$ cat src/rtl/riscv_mem_arbiter_pkg.sv
// Shared types and defaults for the I/D memory arbiter.
package riscv_mem_arbiter_pkg;

  localparam int STARVE_LIMIT_DEF = 4;

  typedef enum logic [1:0] {
    ARB_IDLE = 2'b00,
    ARB_REQ  = 2'b01,
    ARB_RESP = 2'b10
  } arb_state_t;

  typedef enum logic {
    PORT_I = 1'b0,
    PORT_D = 1'b1
  } arb_port_t;

endpackage

$ cat src/rtl/riscv_mem_arbiter_if.sv
// Bundles the fetch port, load/store port and memory bus of the arbiter.
// slave: arbiter view. master: core + memory view (testbench / wrapper).
interface riscv_mem_arbiter_if #(
  parameter int ADDR_W = 30,
  parameter int DATA_W = 32
);
  logic              i_req;
  logic [ADDR_W-1:0] i_addr;
  logic              i_gnt;
  logic              i_rvalid;
  logic [DATA_W-1:0] i_rdata;

  logic              d_req;
  logic              d_we;
  logic [ADDR_W-1:0] d_addr;
  logic [DATA_W-1:0] d_wdata;
  logic              d_gnt;
  logic              d_rvalid;
  logic [DATA_W-1:0] d_rdata;

  logic              mem_req;
  logic              mem_we;
  logic [ADDR_W-1:0] mem_addr;
  logic [DATA_W-1:0] mem_wdata;
  logic              mem_gnt;
  logic              mem_rvalid;
  logic [DATA_W-1:0] mem_rdata;

  logic              err_spurious;

  modport slave (
    input  i_req, i_addr, d_req, d_we, d_addr, d_wdata,
           mem_gnt, mem_rvalid, mem_rdata,
    output i_gnt, i_rvalid, i_rdata, d_gnt, d_rvalid, d_rdata,
           mem_req, mem_we, mem_addr, mem_wdata, err_spurious
  );

  modport master (
    output i_req, i_addr, d_req, d_we, d_addr, d_wdata,
           mem_gnt, mem_rvalid, mem_rdata,
    input  i_gnt, i_rvalid, i_rdata, d_gnt, d_rvalid, d_rdata,
           mem_req, mem_we, mem_addr, mem_wdata, err_spurious
  );
endinterface

$ cat src/rtl/riscv_arb_pick.sv
// Winner select for the I/D arbiter.
// Default: D beats I unless the fetch side is starved.
// RISCV_ARB_RR_EN: on a tie the port that lost the previous arbitration wins.
module riscv_arb_pick
  import riscv_mem_arbiter_pkg::*;
(
  input  logic      i_req,
  input  logic      d_req,
  input  arb_port_t last_winner,
  input  logic      starve_sat,
  output arb_port_t winner
);

`ifdef RISCV_ARB_RR_EN
  localparam logic RR = 1'b1;
`else
  localparam logic RR = 1'b0;
`endif

  logic pick_i;

  // I wins when alone, when starved, or in round-robin when D took the last one
  assign pick_i = i_req & (~d_req | starve_sat | (RR & (last_winner == PORT_D)));
  assign winner = pick_i ? PORT_I : PORT_D;

endmodule

$ cat src/rtl/riscv_mem_arbiter.sv
// Shares a single-ported memory between fetch (I) and load/store (D).
// One transaction in flight: latch winner in IDLE, hold until mem_gnt,
// route the read beat back to the owner. Policy lives in riscv_arb_pick
// (RISCV_ARB_RR_EN selects round-robin there).
module riscv_mem_arbiter
  import riscv_mem_arbiter_pkg::*;
#(
  parameter int ADDR_W       = 30,
  parameter int DATA_W       = 32,
  parameter int STARVE_LIMIT = STARVE_LIMIT_DEF
) (
  input logic                clk,
  input logic                rst,
  riscv_mem_arbiter_if.slave bus
);

  localparam int CW = $clog2(STARVE_LIMIT + 1);

  arb_state_t        state, state_nxt;
  arb_port_t         owner, last_winner, winner;
  logic              we_q;
  logic [ADDR_W-1:0] addr_q;
  logic [DATA_W-1:0] wdata_q;
  logic [CW-1:0]     starve_cnt;
  logic              starve_sat;
  logic              err_q;
  logic              arb_go;

  assign arb_go     = (state == ARB_IDLE) & (bus.i_req | bus.d_req);
  assign starve_sat = (starve_cnt == CW'(STARVE_LIMIT));

  riscv_arb_pick u_pick (
    .i_req       (bus.i_req),
    .d_req       (bus.d_req),
    .last_winner (last_winner),
    .starve_sat  (starve_sat),
    .winner      (winner)
  );

  // state register
  always_ff @(posedge clk) begin
    if (rst) state <= ARB_IDLE;
    else     state <= state_nxt;
  end

  // next state: writes finish at the grant, reads take one response cycle
  always_comb begin
    state_nxt = state;
    case (state)
      ARB_IDLE: if (arb_go) state_nxt = ARB_REQ;
      ARB_REQ:  if (bus.mem_gnt) state_nxt = we_q ? ARB_IDLE : ARB_RESP;
      ARB_RESP: state_nxt = ARB_IDLE;
      default:  state_nxt = ARB_IDLE;
    endcase
  end

  // latch the winning request and track fetch starvation at arbitration time
  always_ff @(posedge clk) begin
    if (rst) begin
      owner       <= PORT_I;
      last_winner <= PORT_D;
      we_q        <= 1'b0;
      addr_q      <= '0;
      wdata_q     <= '0;
      starve_cnt  <= '0;
    end else if (arb_go) begin
      owner       <= winner;
      last_winner <= winner;
      if (winner == PORT_D) begin
        we_q    <= bus.d_we;
        addr_q  <= bus.d_addr;
        wdata_q <= bus.d_wdata;
      end else begin
        we_q    <= 1'b0;
        addr_q  <= bus.i_addr;
        wdata_q <= '0;
      end
      if (winner == PORT_I)              starve_cnt <= '0;
      else if (bus.i_req && !starve_sat) starve_cnt <= starve_cnt + 1'b1;
    end
  end

  // sticky flag: read data arriving when no read is waiting for it
  always_ff @(posedge clk) begin
    if (rst)                                       err_q <= 1'b0;
    else if (bus.mem_rvalid && state != ARB_RESP)  err_q <= 1'b1;
  end

  // outputs: grant and response qualified by owner; rdata zeroed for non-owner
  always_comb begin
    bus.mem_req  = 1'b0;
    bus.i_gnt    = 1'b0;
    bus.d_gnt    = 1'b0;
    bus.i_rvalid = 1'b0;
    bus.d_rvalid = 1'b0;
    bus.i_rdata  = '0;
    bus.d_rdata  = '0;
    case (state)
      ARB_REQ: begin
        bus.mem_req = 1'b1;
        bus.i_gnt   = bus.mem_gnt & (owner == PORT_I);
        bus.d_gnt   = bus.mem_gnt & (owner == PORT_D);
      end
      ARB_RESP: begin
        bus.i_rvalid = bus.mem_rvalid & (owner == PORT_I);
        bus.d_rvalid = bus.mem_rvalid & (owner == PORT_D);
        if (owner == PORT_I) bus.i_rdata = bus.mem_rdata;
        else                 bus.d_rdata = bus.mem_rdata;
      end
      default: ;
    endcase
  end

  assign bus.mem_we       = we_q;
  assign bus.mem_addr     = addr_q;
  assign bus.mem_wdata    = wdata_q;
  assign bus.err_spurious = err_q;

endmodule

$ cat src/flat_wrapper.sv
// flat-port wrapper written by rule: the top's interface ports become plain ports
module riscv_mem_arbiter_flat import riscv_mem_arbiter_pkg::*;
#(
  parameter int ADDR_W       = 30,
  parameter int DATA_W       = 32,
  parameter int STARVE_LIMIT = STARVE_LIMIT_DEF
)
  (clk, rst, bus_i_req, bus_i_addr, bus_d_req, bus_d_we, bus_d_addr, bus_d_wdata, bus_mem_gnt, bus_mem_rvalid, bus_mem_rdata, bus_i_gnt, bus_i_rvalid, bus_i_rdata, bus_d_gnt, bus_d_rvalid, bus_d_rdata, bus_mem_req, bus_mem_we, bus_mem_addr, bus_mem_wdata, bus_err_spurious);
  riscv_mem_arbiter_if #(.ADDR_W(ADDR_W), .DATA_W(DATA_W)) bus_i ();
  input logic clk;
  input logic rst;
  input wire logic [$bits(bus_i.i_req)-1:0] bus_i_req;
  input wire logic [$bits(bus_i.i_addr)-1:0] bus_i_addr;
  input wire logic [$bits(bus_i.d_req)-1:0] bus_d_req;
  input wire logic [$bits(bus_i.d_we)-1:0] bus_d_we;
  input wire logic [$bits(bus_i.d_addr)-1:0] bus_d_addr;
  input wire logic [$bits(bus_i.d_wdata)-1:0] bus_d_wdata;
  input wire logic [$bits(bus_i.mem_gnt)-1:0] bus_mem_gnt;
  input wire logic [$bits(bus_i.mem_rvalid)-1:0] bus_mem_rvalid;
  input wire logic [$bits(bus_i.mem_rdata)-1:0] bus_mem_rdata;
  output wire logic [$bits(bus_i.i_gnt)-1:0] bus_i_gnt;
  output wire logic [$bits(bus_i.i_rvalid)-1:0] bus_i_rvalid;
  output wire logic [$bits(bus_i.i_rdata)-1:0] bus_i_rdata;
  output wire logic [$bits(bus_i.d_gnt)-1:0] bus_d_gnt;
  output wire logic [$bits(bus_i.d_rvalid)-1:0] bus_d_rvalid;
  output wire logic [$bits(bus_i.d_rdata)-1:0] bus_d_rdata;
  output wire logic [$bits(bus_i.mem_req)-1:0] bus_mem_req;
  output wire logic [$bits(bus_i.mem_we)-1:0] bus_mem_we;
  output wire logic [$bits(bus_i.mem_addr)-1:0] bus_mem_addr;
  output wire logic [$bits(bus_i.mem_wdata)-1:0] bus_mem_wdata;
  output wire logic [$bits(bus_i.err_spurious)-1:0] bus_err_spurious;
  assign bus_i.i_req = bus_i_req;
  assign bus_i.i_addr = bus_i_addr;
  assign bus_i.d_req = bus_d_req;
  assign bus_i.d_we = bus_d_we;
  assign bus_i.d_addr = bus_d_addr;
  assign bus_i.d_wdata = bus_d_wdata;
  assign bus_i.mem_gnt = bus_mem_gnt;
  assign bus_i.mem_rvalid = bus_mem_rvalid;
  assign bus_i.mem_rdata = bus_mem_rdata;
  assign bus_i_gnt = bus_i.i_gnt;
  assign bus_i_rvalid = bus_i.i_rvalid;
  assign bus_i_rdata = bus_i.i_rdata;
  assign bus_d_gnt = bus_i.d_gnt;
  assign bus_d_rvalid = bus_i.d_rvalid;
  assign bus_d_rdata = bus_i.d_rdata;
  assign bus_mem_req = bus_i.mem_req;
  assign bus_mem_we = bus_i.mem_we;
  assign bus_mem_addr = bus_i.mem_addr;
  assign bus_mem_wdata = bus_i.mem_wdata;
  assign bus_err_spurious = bus_i.err_spurious;
  riscv_mem_arbiter #(.ADDR_W(ADDR_W), .DATA_W(DATA_W), .STARVE_LIMIT(STARVE_LIMIT)) u_core (.clk(clk), .rst(rst), .bus(bus_i));
endmodule
$ cat config.mk
export PLATFORM = sky130hd
export DESIGN_NAME = riscv_mem_arbiter_flat
export DESIGN_NICKNAME = d
export VERILOG_FILES = /design/src/rtl/riscv_mem_arbiter_pkg.sv /design/src/rtl/riscv_mem_arbiter_if.sv /design/src/rtl/riscv_arb_pick.sv /design/src/rtl/riscv_mem_arbiter.sv /design/src/flat_wrapper.sv
export SDC_FILE = /design/constraint.sdc
export NUM_CORES = 1
export LEC_CHECK = 0
export BUFFER_PORTS_ARGS = -buffer_cell sky130_fd_sc_hd__buf_2
export CORE_MARGIN = 5
export CORE_UTILIZATION = 38
export CTS_BUF_LIST = sky130_fd_sc_hd__clkbuf_16
export CTS_CLUSTER_SIZE = 16
export DETAILED_ROUTE_END_ITERATION = 10
export MAX_ROUTING_LAYER = met4
export PLACE_DENSITY = 0.88
export SETUP_SLACK_MARGIN = 0.1
export SLEW_MARGIN = 20
export SYNTH_ARGS = -nofsm -noshare
export SYNTH_HDL_FRONTEND = slang
export SYNTH_HIERARCHICAL = 1
export SYNTH_SLANG_ARGS = --single-unit
$ cat constraint.sdc
create_clock -name clk -period 1.7 [get_ports clk]
set_input_delay 0.34 -clock clk [delete_from_list [all_inputs] [get_ports clk]]
set_output_delay 0.34 -clock clk [all_outputs]
set_load 0.02 [all_outputs]
==> metrics.txt, run 1 <==
Peak VDD IR 0.0006260 V; Fill cells 729; RSZ-0062 raised after global routing yes; final setup margin -64.50 ps; die width 109.5 um; Skew-Pair Late Insertion Delay 320 ps; Ports 264; Max Slew Vio Count 0; max frequency 0.5667 GHz; vias in the first global route 4179; crit path time final around 1800 ps; H-tree depth 3; Initial DRT Pass Iterations 4; clock buffer count from CTS 9; CP required 1360 ps; initial antenna violation count 2; PwrDens roughly 850 mW/mm2; I/O Buffers 263; largest net degree at the start of global routing just over 40; Setup-failing EPs final 57; overall routed net length 15.42 mm; Worst Clk Skew 6.623 ps; DR WL/cell 18.47 um; CTS sink cnt 70; CP Launch Type flop; Final #Nets 826; Congestion Overflow GR 0; post-synthesis cell count 418; Routed Antenna Nets 0; Layout area overhead 74.34%; Fin. Hold Viols 0; DRC 0; Final period util 1.038; Total Die Area 0.01200 mm2; via count 4394; FP Rows 36; Warnings, synthesis 6; gr usage total 0.2211; share of cells above drive strength 1 0.5931; reg2reg path depth 9; Starting Density 0.3870; Final Wtd Congestion 0.8194; first-pass GRT wire length roughly 20 mm; WHS Path Cells 3; Clk pin slew, worst setup/hold paths 60 ps; outcome finished, violations left; pre-CTS setup slack 37.87 ps; root buf cell clkbuf_16; Lkg Pwr 3.107 nW; clock buffer depth 2; Mapped Nets 551; Clk pwr share 0.387; Switch Pwr ~1.7 mW; Sequential Power Share 0.338; sw frac 0.2991; failing checks negative setup slack; CP arrival 1420 ps; hold crit path type input port to flop; Rel. slew slack 0.7463; Crit Path Class flop to output port; drt initial violations 419; Worst-Margin Slew roughly 380 ps; TNS Setup -1782 ps; Core ar. 0.009729 mm2; synthesized area 0.003765 mm2; Die H 109.5 um; DR vias/cell roughly 5.3; combinational fraction of design power 0.275; Mapped Avg Cell Area 9.007 um2; dpl hpwl 10.07 mm; max cap viols 0; CTS tree done; Crit. End Element output port; Worst Path Max Fanout 11; Pint 3.902 mW
final cells by class:
cell class | instances | area, um2 | area share
Clock buffer | 9 | 225.2 | 0.03431
Tap cell | 133 | 166.4 | 0.02535
Timing Repair Buffer | 310 | 2303 | 0.3509
Sequential cell | 70 | 1410 | 0.2148
Antenna cell | 4 | 10.01 | 0.001525
Multi-Input combinational cell | 296 | 2308 | 0.3517
Clock inverter | 7 | 112.6 | 0.01716
Inverter | 6 | 27.53 | 0.004194
critical path: stages, from the launching register on:
cell and delay [ps]:
dfxtp_2 320, nand2b_4 160, nor2_4 170, buf_6 160
and2_1 160, buf_6 130
power groups by stage:
stage	clock [mW]	sequential [mW]	combinational [mW]
finish	2.16	1.88	1.53
global route	2.26	1.90	1.62
CTS	2.18	1.88	1.38
detailed placement	0	1.91	1.29
global placement	0	1.90	1.27
floorplan	0	2.08	0.631
final timing paths:
kind | from | to | slack (ps)
setup / recovery | u_core/state[0] | bus_i_rdata[7] | -60
hold / removal | bus_d_wdata[4] | u_core/bus.mem_wdata[4] | 280
setup reg to reg | u_core/starve_cnt[0] | u_core/bus.mem_addr[11] | -40
hold reg to reg | u_core/bus.mem_we | u_core/state[1] | 450
sequential cells by signal, indices dropped and copies added (netlist names):
signal	cells
u_core/bus.err_spurious	1
u_core/bus.mem_addr	30
u_core/bus.mem_wdata	32
u_core/bus.mem_we	1
u_core/owner	1
u_core/starve_cnt	3
u_core/state	2
layout by cell type (no fill, tap or decap), types with 5 or more instances in the layout:
cell type  instances
nor2_4             5
dfxtp_1           65
mux2i_4            6
mux2i_1           15
o21ai_0            5
buf_2            201
a21oi_1           56
and2_4            12
mux2i_2            9
and2_1            54
a211oi_2          27
buf_6             67
buf_4             25
o21ai_1           30
nand4_1           36
clkbuf_16         12
a21oi_2           10
buf_12             9
routing by layer:
layer  up-vias  wire, um  GRT usage  part of all wire
met2       226      8306     0.4106              0.54
li1       2071         -          -                 -
met3        38      1279    0.04991             0.083
met4         0       427    0.07569             0.028
met5         -         0          -                 0
met1      2059      5410     0.2285              0.35
repair_timing:
action / CTS / global route
pin swaps: 5 / 48
setup buffers: 8 / 5
hold buffers: 0 / 0
resized for setup: 82 / 118
cloned: 3 / 3
endpoints found under the setup margin: 96 / 125
through the flow:
step / hold slack, ps / area, um2 / util / cells / total power [mW]
floorplan: 480.4 / 3785 / - / 418 / 2.713
global placement: 452.8 / 5276 / 0.5423 / 796 / 3.172
detailed placement: 451.9 / 5276 / 0.5423 / 796 / 3.196
CTS: 274.8 / 6000 / 0.6166 / 823 / 5.438
global route: 275.3 / 6559 / 0.6741 / 833 / 5.788
finish: 282.7 / 6564 / 0.6746 / 835 / 5.566
(Power assumes the default switching activity.)
==> run 2, diff against run 1 <==
Settings changed: CELL_PAD_IN_SITES_DETAIL_PLACEMENT set to 1, CELL_PAD_IN_SITES_GLOBAL_PLACEMENT set to 2, CORE_UTILIZATION 38 to 20, GPL_TIMING_DRIVEN set to 0, SETUP_SLACK_MARGIN 0.1 to unset.
==> run 2 against run 1 <==
The run still ends with negative setup slack left. Critical endpoint is now bus_i_rdata[1]. Global-route usage is 6.3 points lower. Flip-flop and latch count stayed put. Sequential power hardly changed. First-iteration DRC count is 70% lower. Register-to-register slack better by 60 ps. Setup slack worse by 48 ps. Critical path type unchanged. Die area is 81% higher. Maximum frequency is 2.6% lower. Sequential share of layout area is 0.59 points lower.
==> metrics.txt, run 2 (synthesis gave the netlist of run 1 again) <==
outcome finished, violations left; failing checks negative setup slack; clock buffer count from CTS 9; Rel. slew slack 0.6195; CTS tree done; CTS sink cnt 70; Congestion Overflow GR 0; Cells after DPL 915; CP Buf/Inv Count 3; Power Total 5.454 mW; Worst Clk Skew 6.898 ps; H-tree depth 3; Setup-failing EPs final 64; Worst Path Max Fanout 8; most common cell after layout, fill and taps aside buf_2; Starting Density 0.2019; Peak VDD IR approximately 0.00035 V; overall routed net length 17.66 mm; Max Slew Vio Count 0; slowest stage cell, crit path dfxtp_2; initial antenna violation count 4; Die H 147.2 um; clock buffer depth 2; crit path time final approximately 1800 ps; Clk pin slew, worst setup/hold paths 60 ps; FP Rows 50; DR vias/cell between 4 and 5; sw frac 0.3163; Fill cells between 2000 and 2500; combinational fraction of design power 0.272; Final period util 1.066; CP arrival 1470 ps; Final #Nets 846; Switch Pwr 1.725 mW; drt initial violations 125; max frequency 0.5518 GHz; Core ar. 0.01864 mm2; dpl hpwl 13.21 mm; Lkg Pwr 3.183 nW; Ports 264; Fin. Hold Viols 0; RSZ-0062 raised after global routing yes; gr usage total 0.1578; max incr delay on CP 320 ps; I/O Buffers 263; dpl cell area 0.005380 mm2; die width 147.2 um; first-pass GRT wire length approximately 26 mm; Total Die Area 0.02167 mm2; CP Launch Type flop; worst path cell trace nand2b_4 > nor2_4 > buf_12 > buf_8 > and2_4 > buf_6; Final Instance Area 0.006760 mm2; Layout Cells excl Fill 955; Layout area overhead 79.56%; Initial DRT Pass Iterations 4; CP required around 1400 ps; root buf cell clkbuf_16; largest net degree at the start of global routing 15; Sequential Power Share 0.345; Fin Hold WS 271.6 ps; via count 4370; Routed Antenna Nets 0; final core utilization 0.3626; Skew-Pair Late Insertion Delay between 300 and 400 ps; Crit. End Element output port; Crit Path Class flop to output port; vias in the first global route 4775; final setup margin -112.2 ps; DRC 0; share of cells above drive strength 1 0.6407; crit-path leading delay family simple AND/OR/NAND/NOR gates; Worst-Margin Slew 570.7 ps; most frequent cells in the layout buf_2, buf_6, dfxtp_1; Pint 3.729 mW; PwrDens roughly 810 mW/mm2; Final Wtd Congestion 0.7132; Clk pwr share 0.383; DR WL/cell 18.49 um; hold crit path type input port to flop; max cap viols 0; max FFs per register 32
-- run 2: cell types whose count changed in the layout (fill, tap and decap cells not counted), moves of 4 or more --
| cell | previous run | this run |
|---|---|---|
| and2_1 | 54 | 9 |
| and2_4 | 12 | 57 |
| buf_6 | 67 | 80 |
| buf_2 | 201 | 211 |
| buf_4 | 25 | 17 |
| mux2i_1 | 15 | 22 |
| a21oi_1 | 56 | 61 |
| a21oi_2 | 10 | 5 |
| buf_8 | 3 | 8 |
| mux2i_2 | 9 | 4 |
| clkbuf_1 | 0 | 4 |
-- run 2: stage by stage --
step | TNS [ps] | setup WS (ps)
2_1_floorplan | 0 | 9.154
3_3_place_gp | -21950 | -439.7
3_5_place_dp | -23750 | -438.4
4_1_cts | -10300 | -193.5
5_1_grt | -10020 | -185.7
6_report | -5248 | -112.2
-- run 2: worst register-to-register path, stage by stage, from the launching register on --
cell	delay, ps
dfxtp_2	340
inv_2	60
ha_4	160
nand2_4	70
inv_2	40
o21ai_2	130
buf_6	140
buf_12	150
buf_12	150
mux2i_4	240
a211oi_2	80
-- run 2: path summary, 6_finish.rpt --
check / startpoint / end / slack (ps) / depth (start not counted)
worst min-delay path: bus_d_wdata[2] / u_core/bus.mem_wdata[2] / 270 / 3
worst max-delay path: u_core/state[0] / bus_i_rdata[1] / -110 / 6
worst min register to register: u_core/bus.err_spurious / u_core/bus.err_spurious / 470 / 2
worst max register to register: u_core/starve_cnt[0] / u_core/bus.mem_addr[23] / 20 / 10
-- run 2: metal layers --
metal  track usage  up-vias  share of wire
met3       0.04503       29          0.069
met5             -        -              0
li1              -     2100              -
met2        0.2908      199           0.52
met4       0.04473        0          0.026
met1        0.1637     2042           0.38
-- run 2: layout make-up --
type,instances,area [um2],area share
Multi-Input combinational cell,296,2316,0.3426
Timing Repair Buffer,286,1994,0.2950
Sequential cell,70,1413,0.2090
Buffer,44,384.1,0.05682
Tap cell,234,292.8,0.04331
Clock buffer,9,225.2,0.03331
Clock inverter,7,102.6,0.01518
Inverter,6,25.02,0.003702
Antenna cell,3,7.507,0.001110
-- run 2: repair_timing --
item / 4_1_cts / 5_1_grt
gates cloned: 5 / 1
hold buffers: 0 / 0
buffers inserted: 11 / 6
setup endpoints to repair: 133 / 122
resized for setup: 213 / 64
pin swaps: 37 / 26
-- run 2: power groups by stage --
stage,clock network [mW],logic [mW],registers (mW)
floorplan,0,0.625,2.08
CTS,2.15,1.44,1.88
global route,2.22,1.60,1.90
detailed placement,0,1.32,1.92
finish,2.09,1.48,1.88
global placement,0,1.30,1.91
==> run 3, diff against run 2 <==
--- a/config.mk
+++ b/config.mk
@@ -7,3 +7,2 @@
 export LEC_CHECK = 0
-export BUFFER_PORTS_ARGS = -buffer_cell sky130_fd_sc_hd__buf_2
 export CELL_PAD_IN_SITES_DETAIL_PLACEMENT = 1
@@ -11,3 +10,3 @@
 export CORE_MARGIN = 5
-export CORE_UTILIZATION = 20
+export CORE_UTILIZATION = 30
 export CTS_BUF_LIST = sky130_fd_sc_hd__clkbuf_16
@@ -15,5 +14,6 @@
 export DETAILED_ROUTE_END_ITERATION = 10
+export DONT_BUFFER_PORTS = 1
 export GPL_TIMING_DRIVEN = 0
 export MAX_ROUTING_LAYER = met4
-export PLACE_DENSITY = 0.88
+export PLACE_DENSITY = 0.85
 export SLEW_MARGIN = 20
==> constraint.sdc (replaced) <==
create_clock -name clk -period 1.7 [get_ports clk]
set_input_delay 0.255 -clock clk [delete_from_list [all_inputs] [get_ports clk]]
set_output_delay 0.255 -clock clk [all_outputs]
set_load 0.02 [all_outputs]
==> run 3 against run 2 <==
The flow now finishes without violations. Clock skew shrank 1.8 ps. Global-route usage grew 3.4 points. Final cell count shrank 35%. Via count shrank 21%. Design area shrank 28%. Maximum frequency grew 7.0%. Die area shrank 31%. Combinational power shrank 37%. Core utilization grew 2.9 points. Flip-flop and latch count is the same. First-iteration DRC count shrank 8.8%. Critical path depth grew 3. Largest power group is now registers. Highest routed layer unchanged.
==> metrics.txt, run 3 (synthesis gave the netlist of run 1 again) <==
outcome completed; Worst Path Max Fanout 4; Worst Clk Skew approximately 5 ps; clock buffer count from CTS 9; RSZ-0062 raised after global routing yes; DRC 0; Fin Hold WS 69.04 ps; crit path time final 1694 ps; TNS Setup 0 ps; Power Total 4.851 mW; Routed Antenna Nets 0; H-tree depth 3; max cap viols 0; dpl hpwl 11.28 mm; PwrDens 994.2 mW/mm2; Clk pin slew, worst setup/hold paths 60 ps; max FFs per register 32; Crit Path Class flop to flop; pre-CTS setup slack -272.7 ps; vias in the first global route around 3600; Die H 122.0 um; worst reg2reg setup slack 6 ps; CTS sink cnt 70; Final Wtd Congestion 0.7977; CP Launch Type flop; initial antenna violation count 0; Final #Nets 578; worst r2r dst u_core/starve_cnt[1]; root buf cell clkbuf_16; Worst-Margin Slew 569.1 ps; Ports 264; crit path to u_core/starve_cnt[1]; gr usage total 0.1915; via count 3457; reg2reg path depth 9; first-pass GRT wire length 21.11 mm; most frequent cells in the layout dfxtp_1, a21oi_1, and2_4; Skew-Pair Late Insertion Delay roughly 330 ps; final setup margin around 6.2 ps; share of cells above drive strength 1 0.4622; Lkg Pwr 1.881 nW; DR vias/cell 5.558; I/O Buffers 0; max frequency 0.5904 GHz; Crit. End Element flop; die width 122.0 um; Crit Reg-Reg Startpoint u_core/starve_cnt[0]; CP required 1930 ps; Max Slew Vio Count 0; Fin. Hold Viols 0; # diodes 0; Layout area overhead 29.61%; clock buffer depth 2; most common cell after layout, fill and taps aside dfxtp_1; Rel. slew slack 0.6206; overall routed net length about 15 mm; crit path from u_core/starve_cnt[0]; Initial DRT Pass Iterations 4; DR WL/cell ~24 um; Peak VDD IR ~0.00043 V; CTS tree done; WHS Path Cells 2; Final period util 0.9963; Core ar. 0.01247 mm2; largest net degree at the start of global routing 12; Starting Density 0.3020; Setup-failing EPs final 0; drt initial violations 114; CP arrival 1930 ps; Total Die Area 0.01489 mm2; Congestion Overflow GR 0; FP Rows 41; hold crit path type input port to flop
[run 3: cell count changes in the layout (fill, tap and decap cells not counted), moves of 4 or more]
cell | previous run | this run
a21oi_2 | 5 | 9
and2_4 | 57 | 48
a21oi_1 | 61 | 57
buf_8 | 8 | 2
and2_2 | 0 | 16
buf_2 | 211 | 16
clkinv_2 | 0 | 4
and2_1 | 9 | 2
mux2i_1 | 22 | 18
buf_4 | 17 | 13
buf_6 | 80 | 18
[run 3: critical path, cell delays in order (launching register included)]
cell and delay, ps:
dfxtp_2 330, inv_2 50, ha_4 160, nand2_4 70, inv_2 40, o21ai_2 140, buf_6 150, inv_4 40
or4_4 530, o311ai_2 90
[run 3: worst min-delay path by stage]
stage / start / to / slack (ps)
2_1_floorplan: bus_mem_rvalid / u_core/bus.err_spurious / 400
3_3_place_gp: bus_mem_rvalid / u_core/bus.err_spurious / 400
3_5_place_dp: bus_mem_rvalid / u_core/bus.err_spurious / 410
4_1_cts: bus_mem_rvalid / u_core/bus.err_spurious / 60
5_1_grt: bus_mem_rvalid / u_core/bus.err_spurious / 80
6_report: bus_mem_rvalid / u_core/bus.err_spurious / 70
[run 3: layout make-up]
cell class	count	area [um2]
buffer	46	396.6
fill	1415	7586
inverter	6	25.02
sequential	70	1410
multi-input combinational	296	2382
clock buffer	9	225.2
timing repair buffer	16	167.7
tap	172	215.2
clock inverter	7	57.56
[run 3: metal layers]
metal,vias up,routed length [um],GRT usage
met1,1694,5204,0.1922
met5,-,0,-
met2,178,8364,0.3615
met4,0,211,0.06303
met3,15,1364,0.04689
li1,1570,-,-
[run 3: per-stage QoR]
step | util | cell area, um2 | std cells
floorplan | - | 3771 | 418
global placement | 0.3198 | 3986 | 590
detailed placement | 0.3198 | 3986 | 590
CTS | 0.3698 | 4609 | 614
global route | 0.3914 | 4880 | 622
finish | 0.3914 | 4880 | 622
[run 3: what timing repair did]
action | CTS | global route
setup buffers | 7 | 6
setup endpoints to repair | 135 | 100
hold buffers | 0 | 0
gates resized for setup | 117 | 88
cloned | 1 | 2
pin swaps | 3 | 11
[run 3: power by group]
group | leakage, nW | total, mW | switching (mW) | internal (mW)
Clock | 0.151 | 1.82 | 0.702 | 1.11
Sequential | 0.580 | 2.10 | 0.298 | 1.80
Combinational | 1.15 | 0.938 | 0.536 | 0.402
